### config.mk
export PLATFORM = sky130hd
export DESIGN_NAME = pkt_sender
export DESIGN_NICKNAME = d
export VERILOG_FILES = /design/src/rtl/pkt_sender.sv
export SDC_FILE = /design/constraint.sdc
export NUM_CORES = 1
export LEC_CHECK = 0
export CAP_MARGIN = 20
export CORE_ASPECT_RATIO = 0.7
export CORE_MARGIN = 2
export CORE_UTILIZATION = 54
export CTS_BUF_LIST = sky130_fd_sc_hd__clkbuf_16
export CTS_CLUSTER_SIZE = 28
export DETAILED_ROUTE_END_ITERATION = 10
export GPL_ROUTABILITY_DRIVEN = 0
export GPL_TIMING_DRIVEN = 0
export PLACE_DENSITY = 0.85
export SLEW_MARGIN = 40
export SYNTH_ARGS = -nofsm -noshare
export SYNTH_HDL_FRONTEND = slang
export SYNTH_SLANG_ARGS = --single-unit
### constraint.sdc
create_clock -name clk -period 2.98 [get_ports clk]
set_input_delay 0.596 -clock clk [delete_from_list [all_inputs] [get_ports clk]]
set_output_delay 0.596 -clock clk [all_outputs]
set_load 0.05 [all_outputs]
### src/rtl/pkt_sender.sv
// pkt_sender: builds the fixed 8-byte vehicle frame and sends it out one byte
// per valid/ready handshake. It also sends the broadcast kill frame on request.
// Optional feature: define PKT_SENDER_CHECKSUM_EN so that byte 7 is the XOR of
// bytes 0-6. When it is undefined, byte 7 is 8'h00 and no checksum logic exists.
module pkt_sender #(
    parameter logic [7:0] SYNC_BYTE  = 8'hA5,
    parameter int         IFG_CYCLES = 4
) (
    input  logic        clk,
    input  logic        rst,
    input  logic [7:0]  veh_id,
    input  logic [15:0] req_data,
    input  logic [7:0]  req_dst,
    input  logic        req_valid,
    output logic        req_ready,
    input  logic        kill_req,
    output logic [7:0]  tx_frame,
    output logic        tx_valid,
    input  logic        tx_ready,
    output logic        busy,
    output logic [7:0]  seq
);

    typedef enum logic [1:0] {IDLE, SEND, GAP} state_t;

    // Variable frame fields, captured at latch time. Sync and check are derived.
    typedef struct packed {
        logic [7:0]  src;
        logic [7:0]  dst;
        logic [7:0]  sq;
        logic [15:0] data;
        logic [7:0]  flags;
    } frame_t;

    localparam frame_t KILL_TMPL = '{src: 8'h00, dst: 8'hFF, sq: 8'hFF,
                                     data: 16'hFFFF, flags: 8'h01};
    localparam logic [15:0] GAP_LAST = (IFG_CYCLES > 0) ? 16'(IFG_CYCLES - 1) : 16'd0;

    state_t      state, state_nxt;
    logic [2:0]  idx, idx_nxt;
    logic [7:0]  seq_nxt;
    logic        kill_pend, kill_pend_nxt;
    logic        kill_latch;
    frame_t      frm, frm_nxt;
    logic [15:0] gap_cnt, gap_nxt;
    logic [7:0]  tx_frame_nxt;
    logic        tx_valid_nxt;
    logic        busy_nxt;

    // Byte i of the held frame, byte 0 first.
    function automatic logic [7:0] frame_byte(input frame_t f, input logic [2:0] i);
        logic [7:0] b;
        case (i)
            3'd0:    b = SYNC_BYTE;
            3'd1:    b = f.src;
            3'd2:    b = f.dst;
            3'd3:    b = f.sq;
            3'd4:    b = f.data[15:8];
            3'd5:    b = f.data[7:0];
            3'd6:    b = f.flags;
`ifdef PKT_SENDER_CHECKSUM_EN
            default: b = SYNC_BYTE ^ f.src ^ f.dst ^ f.sq ^ f.data[15:8] ^
                         f.data[7:0] ^ f.flags;
`else
            default: b = 8'h00;
`endif
        endcase
        return b;
    endfunction

    // State, frame hold and registered outputs. Reset aborts any frame in flight.
    always_ff @(posedge clk or posedge rst) begin
        if (rst) begin
            state     <= IDLE;
            idx       <= 3'd0;
            seq       <= 8'h00;
            kill_pend <= 1'b0;
            frm       <= '0;
            gap_cnt   <= 16'd0;
            tx_frame  <= 8'h00;
            tx_valid  <= 1'b0;
            busy      <= 1'b0;
        end else begin
            state     <= state_nxt;
            idx       <= idx_nxt;
            seq       <= seq_nxt;
            kill_pend <= kill_pend_nxt;
            frm       <= frm_nxt;
            gap_cnt   <= gap_nxt;
            tx_frame  <= tx_frame_nxt;
            tx_valid  <= tx_valid_nxt;
            busy      <= busy_nxt;
        end
    end

    // Next-state logic: latch kill or normal frame in IDLE, step bytes in SEND,
    // count the inter-frame gap in GAP.
    always_comb begin
        state_nxt    = state;
        idx_nxt      = idx;
        seq_nxt      = seq;
        frm_nxt      = frm;
        gap_nxt      = gap_cnt;
        tx_frame_nxt = tx_frame;
        tx_valid_nxt = tx_valid;
        kill_latch   = 1'b0;
        req_ready    = 1'b0;

        case (state)
            IDLE: begin
                req_ready = ~kill_pend & ~kill_req;
                if (kill_pend || kill_req) begin
                    // Kill wins; a simultaneous payload request stays pending.
                    kill_latch   = 1'b1;
                    frm_nxt      = KILL_TMPL;
                    frm_nxt.src  = veh_id;
                    state_nxt    = SEND;
                    idx_nxt      = 3'd0;
                    tx_frame_nxt = SYNC_BYTE;
                    tx_valid_nxt = 1'b1;
                end else if (req_valid) begin
                    frm_nxt.src   = veh_id;
                    frm_nxt.dst   = req_dst;
                    frm_nxt.sq    = seq;
                    frm_nxt.data  = req_data;
                    frm_nxt.flags = 8'h00;
                    // 8'hFF is reserved for kill frames, so the counter skips it.
                    seq_nxt       = (seq == 8'hFE) ? 8'h00 : seq + 8'd1;
                    state_nxt     = SEND;
                    idx_nxt       = 3'd0;
                    tx_frame_nxt  = SYNC_BYTE;
                    tx_valid_nxt  = 1'b1;
                end
            end
            SEND: begin
                if (tx_ready) begin
                    if (idx == 3'd7) begin
                        idx_nxt      = 3'd0;
                        tx_valid_nxt = 1'b0;
                        tx_frame_nxt = 8'h00;
                        gap_nxt      = 16'd0;
                        state_nxt    = (IFG_CYCLES > 0) ? GAP : IDLE;
                    end else begin
                        idx_nxt      = idx + 3'd1;
                        tx_frame_nxt = frame_byte(frm, idx + 3'd1);
                    end
                end
            end
            GAP: begin
                if (gap_cnt == GAP_LAST) begin
                    state_nxt = IDLE;
                end else begin
                    gap_nxt = gap_cnt + 16'd1;
                end
            end
            default: begin
                state_nxt    = IDLE;
                tx_valid_nxt = 1'b0;
                tx_frame_nxt = 8'h00;
            end
        endcase

        // A kill request seen in any state is remembered until its frame latches.
        kill_pend_nxt = kill_latch ? 1'b0 : (kill_pend | kill_req);
        busy_nxt      = (state_nxt != IDLE);
    end

endmodule

======== Word-level counts from Yosys, hierarchy flattened ========
Cells that the tools add are included.
word-level totals
  register bits after elaboration ......... 88
  latch bits .............................. 0
  memory bits (writable) .................. 0
  memory bits (read-only) ................. 0
  input bits .............................. 37
  memories ................................ 0
cells by class
  add/subtract/negate cells ............... 3
  multiply operators ...................... 0
  divide/modulo/power cells ............... 0
  magnitude comparators ................... 0
  equality and inequality tests ........... 15
  shift operators ......................... 0
  mux-type cells .......................... 33
  bitwise operators ....................... 6
  reductions and logical operators ........ 13
operators by type and width
  operator               number
  $mux 48                2
  $pmux 8 s7             1
  $mux 16                3
  $mux 8                 5
  $pmux 16 s2            1
  $pmux 8 s3             1
  $add 16x1->16 const B  1
  $eq 16x2->1 const B    1
  $eq 3x3->1 const B     4
  $mux 3                 4
  $mux 2                 5
  $reduce_and 3->1       3
  $add 8x1->8 const B    1
  $eq 8x8->1 const B     1
  $mux 1                 8
  $reduce_and 4->1       2
  $reduce_bool 2->1      4
  $eq 3x2->1 const B     2
  $ne 2x2->1 const B     3
  $pmux 2 s3             1
  $pmux 3 s2             1
  $not 1->1              4
  $add 3x1->3 const B    1
  $eq 3x1->1 const B     1
  10 further kinds       10

======== Longest topological paths before layout ========
  depth in word-level cells ............... 6
  mapped depth ............................ 7
  depth with buffers taken out ............ 6

======== Worst setup path after synthesis ========
No wires, ideal clock.
  path kind ............................... in2out
  start ................................... input port kill_req
  end ..................................... output port req_ready
  arrival time ............................ 2.021 ns
  setup slack ............................. 0.363 ns
  stages .................................. 3
  buffers on the path ..................... 1
  cells stage by stage .................... or2_0 buf_2 nor3_1
between the ends
  longest elaborated chain between the ends .. 3
ends and longest elaborated chain
  what                RTL line  RTL
  start: declaration  16        input logic kill_req,
  $not 1->1           111       req_ready = ~kill_pend & ~kill_req;
  $and 1x1->1         111
  $mux 1              109       case (state)
  end: declaration    15        output logic req_ready,
Every way passes these cells.

======== Final worst setup path ========
Same ends and word-level chain as after synthesis.

==> metrics <==
status=finished clean; Syn Nets=438; WS Path Type=in -> out; period utilization=91.5%; CTS Root Cell=clkbuf_16; Async S/R FF share, synth=100%; Leak Pwr=0.00206 uW; die width=105 um; I/O Pins=56; VDD IR max=0.000505 V; r2r startpoint=idx[0]; EDFF count, synth=0; Unique masters post-synth=54; CTS tree=done; Synth area leaders=dfrtp_1 (52%), nand2_1 (7.7%), o22a_1 (2.9%); DRC=0; fmax=367 MHz; critical path arrival=2.13 ns; number of hold violations in the final report=0; Antenna Nets Post-Route=0; crit path from=kill_req; Post-Syn Area=0.00387 sq mm; DRT Pass-1 Iters=5; Fill cells=486; flip-flop and latch area=0.00203 sq mm; Pins Over Slew Limit=0; syn avg cell area=9.88 sq um; gr ovfl total=0; clock slew at reported path FFs=0.06 ns; Critical Path Start Type=input pin; Final Skew=0.00435 ns; Post-DP HPWL=7220 um; average vias per placed instance=6.17; routed vias=3444; PnR worst setup slack=0.252 ns; Placeable Area=0.00685 sq mm; final setup fails=0; Max Root-Sink Buffers=2; Post-Synthesis Cells=392; Worst Tran Pin Value=0.577 ns; largest net degree at the start of global routing=45; post-layout min period=2.73 ns; crit path capture type=output pin; ANT cells=0; multi-input logic area=0.00172 sq mm; number of global-route vias before repair=3397; R2R cell count=6; Row Count=25; initial antenna violation count=0; largest fanout on the critical path=10; max_slew headroom=61.5%; Primary FF master, synth=dfrtp_1; Worst R2R Setup Slack=0.43 ns; worst hold path class=reg -> reg; area grow syn2layout=26.1%; clk sinks=81; post-synthesis register bit count=81; RSZ-0062 raised after global routing=false; all-layer global routing usage=28.8%; Final #Nets=505; power per cell area=1050 mW/mm^2; IO Port Bufs=55; setup TNS=0 ns; DIE HEIGHT=74.8 um; RR Endpoint=tx_frame[5]; initial core utilization=56.5%; routed length per instance=18.9 um; Hold Buf Count CTS=0; clk_lat worst skew=0.34 ns; CP required=2.38 ns; Worst Setup EP=req_ready; H-Tree Depth=3; final WL=10600 um; max_cap viols=0; post-synthesis sequential area ratio=52.4%; drt initial violations=301; area share of the largest cell type after synthesis=52.4%; Syn. warnings=0; # Post-CTS Setup Buffers=0; post-synth top area cell=dfrtp_1; share of layout cells above drive strength 1=6.68%; first-pass GRT wire length=17200 um; CTS buffer count=9; die area=0.00787 sq mm; Setup WS pre-CTS=-0.0337 ns
==> critical path: stages <==
cell and delay [ns]:
clkdlybuf4s50_1 0.41, or2_0 0.21, buf_2 0.21, nor3_1 0.15
dlygate4sd2_1 0.55
==> worst min path at each step <==
stage	from	end	slack (ns)	cells past startpoint
3_5_place_dp	frm[33]	frm[33]	0.46	2
6_report	frm[23]	frm[23]	0.48	2
3_3_place_gp	frm[32]	frm[32]	0.45	2
5_1_grt	frm[45]	frm[45]	0.51	2
2_1_floorplan	frm[32]	frm[32]	0.44	2
4_1_cts	frm[23]	frm[23]	0.48	2
==> where the power goes <==
part	switching [uW]	internal, uW	total, uW
Combinational	1240	762	2000
Clock	454	733	1190
Sequential	391	1530	1920
==> flip-flops by register name, summed over array words and instances (netlist names) <==
name and cells:
kill_pend 1, tx_frame 8, gap_cnt 16, tx_valid 1
idx 3, state 2, seq 8, busy 1
frm 41
==> layout make-up <==
type                       instances  share of cell area (%)
inverter                          11                   0.948
sequential                        81                    41.5
clock buffer                       9                    4.61
timing repair buffer              56                    11.7
multi-input combinational        279                    35.2
clock inverter                     7                    1.92
tap                               94                    2.41
buffer                            21                    1.74
==> routing by layer <==
layer / GRT usage, % / vias up / routed length, um
met5: 0 / - / 0
met4: 8.59 / 0 / 225
li1: - / 1535 / -
met3: 8.66 / 35 / 949
met1: 40.1 / 1676 / 4720
met2: 44.2 / 198 / 4670
==> repair_timing <==
| action | in CTS | in global routing |
|---|---|---|
| resized for setup | 1 | 0 |
| endpoints found under the hold margin | 0 | 0 |
| endpoints found under the setup margin | 1 | 0 |
==> cells in the final DEF, fill, tap and decap left out, drive strengths merged, types with 5 or more instances in the layout <==
cell,n
a21oi,11
a22o,7
a22oi,5
buf,7
clkbuf,24
clkdlybuf4s50,54
dfrtp,81
ha,9
inv,12
mux2i,8
nand2,80
nand2b,5
nand3,22
nand4,7
nor2,16
nor3,6
o21ai,22
o22a,13
xor2,6
==> stage by stage <==
stage          utilization (%)  area [sq um]  std cells  hold slack (ns)  total power, uW
5_1_grt                   71.3          4880        558            0.513             5370
6_report                  71.3          4880        558            0.482             5110
4_1_cts                   71.3          4880        558            0.480             5050
3_3_place_gp              66.3          4540        541            0.451             3730
3_5_place_dp              66.6          4560        542            0.458             3830
2_1_floorplan                -          3870        392            0.439             3180
==> synthesized netlist by cell type, types with 6 or more instances <==
cell type and count:
dfrtp_1 81, nand2_1 79, nand3_1 22, o21ai_0 21
clkbuf_1 15, nor2_1 14, o22a_1 13, inv_1 11
a21oi_1 10, ha_1 9, mux2i_1 8, a22o_1 7
nand4_1 7, nor3_1 6, xor2_1 6
==> cell families (layout without fill, tap and decap cells) <==
family,after synthesis,in the layout,synth area share [%]
buffers and inverters,32,104,3.26
adder cells (fa/ha/maj),9,9,2.91
AND/OR/NAND/NOR,167,167,21.3
multiplexers,8,8,2.07
AO/OA/AOI/OAI,85,85,15.8
flip-flops,81,81,52.4
XOR/XNOR,10,10,2.26
No activity file was read; power rests on OpenSTA's default activity.
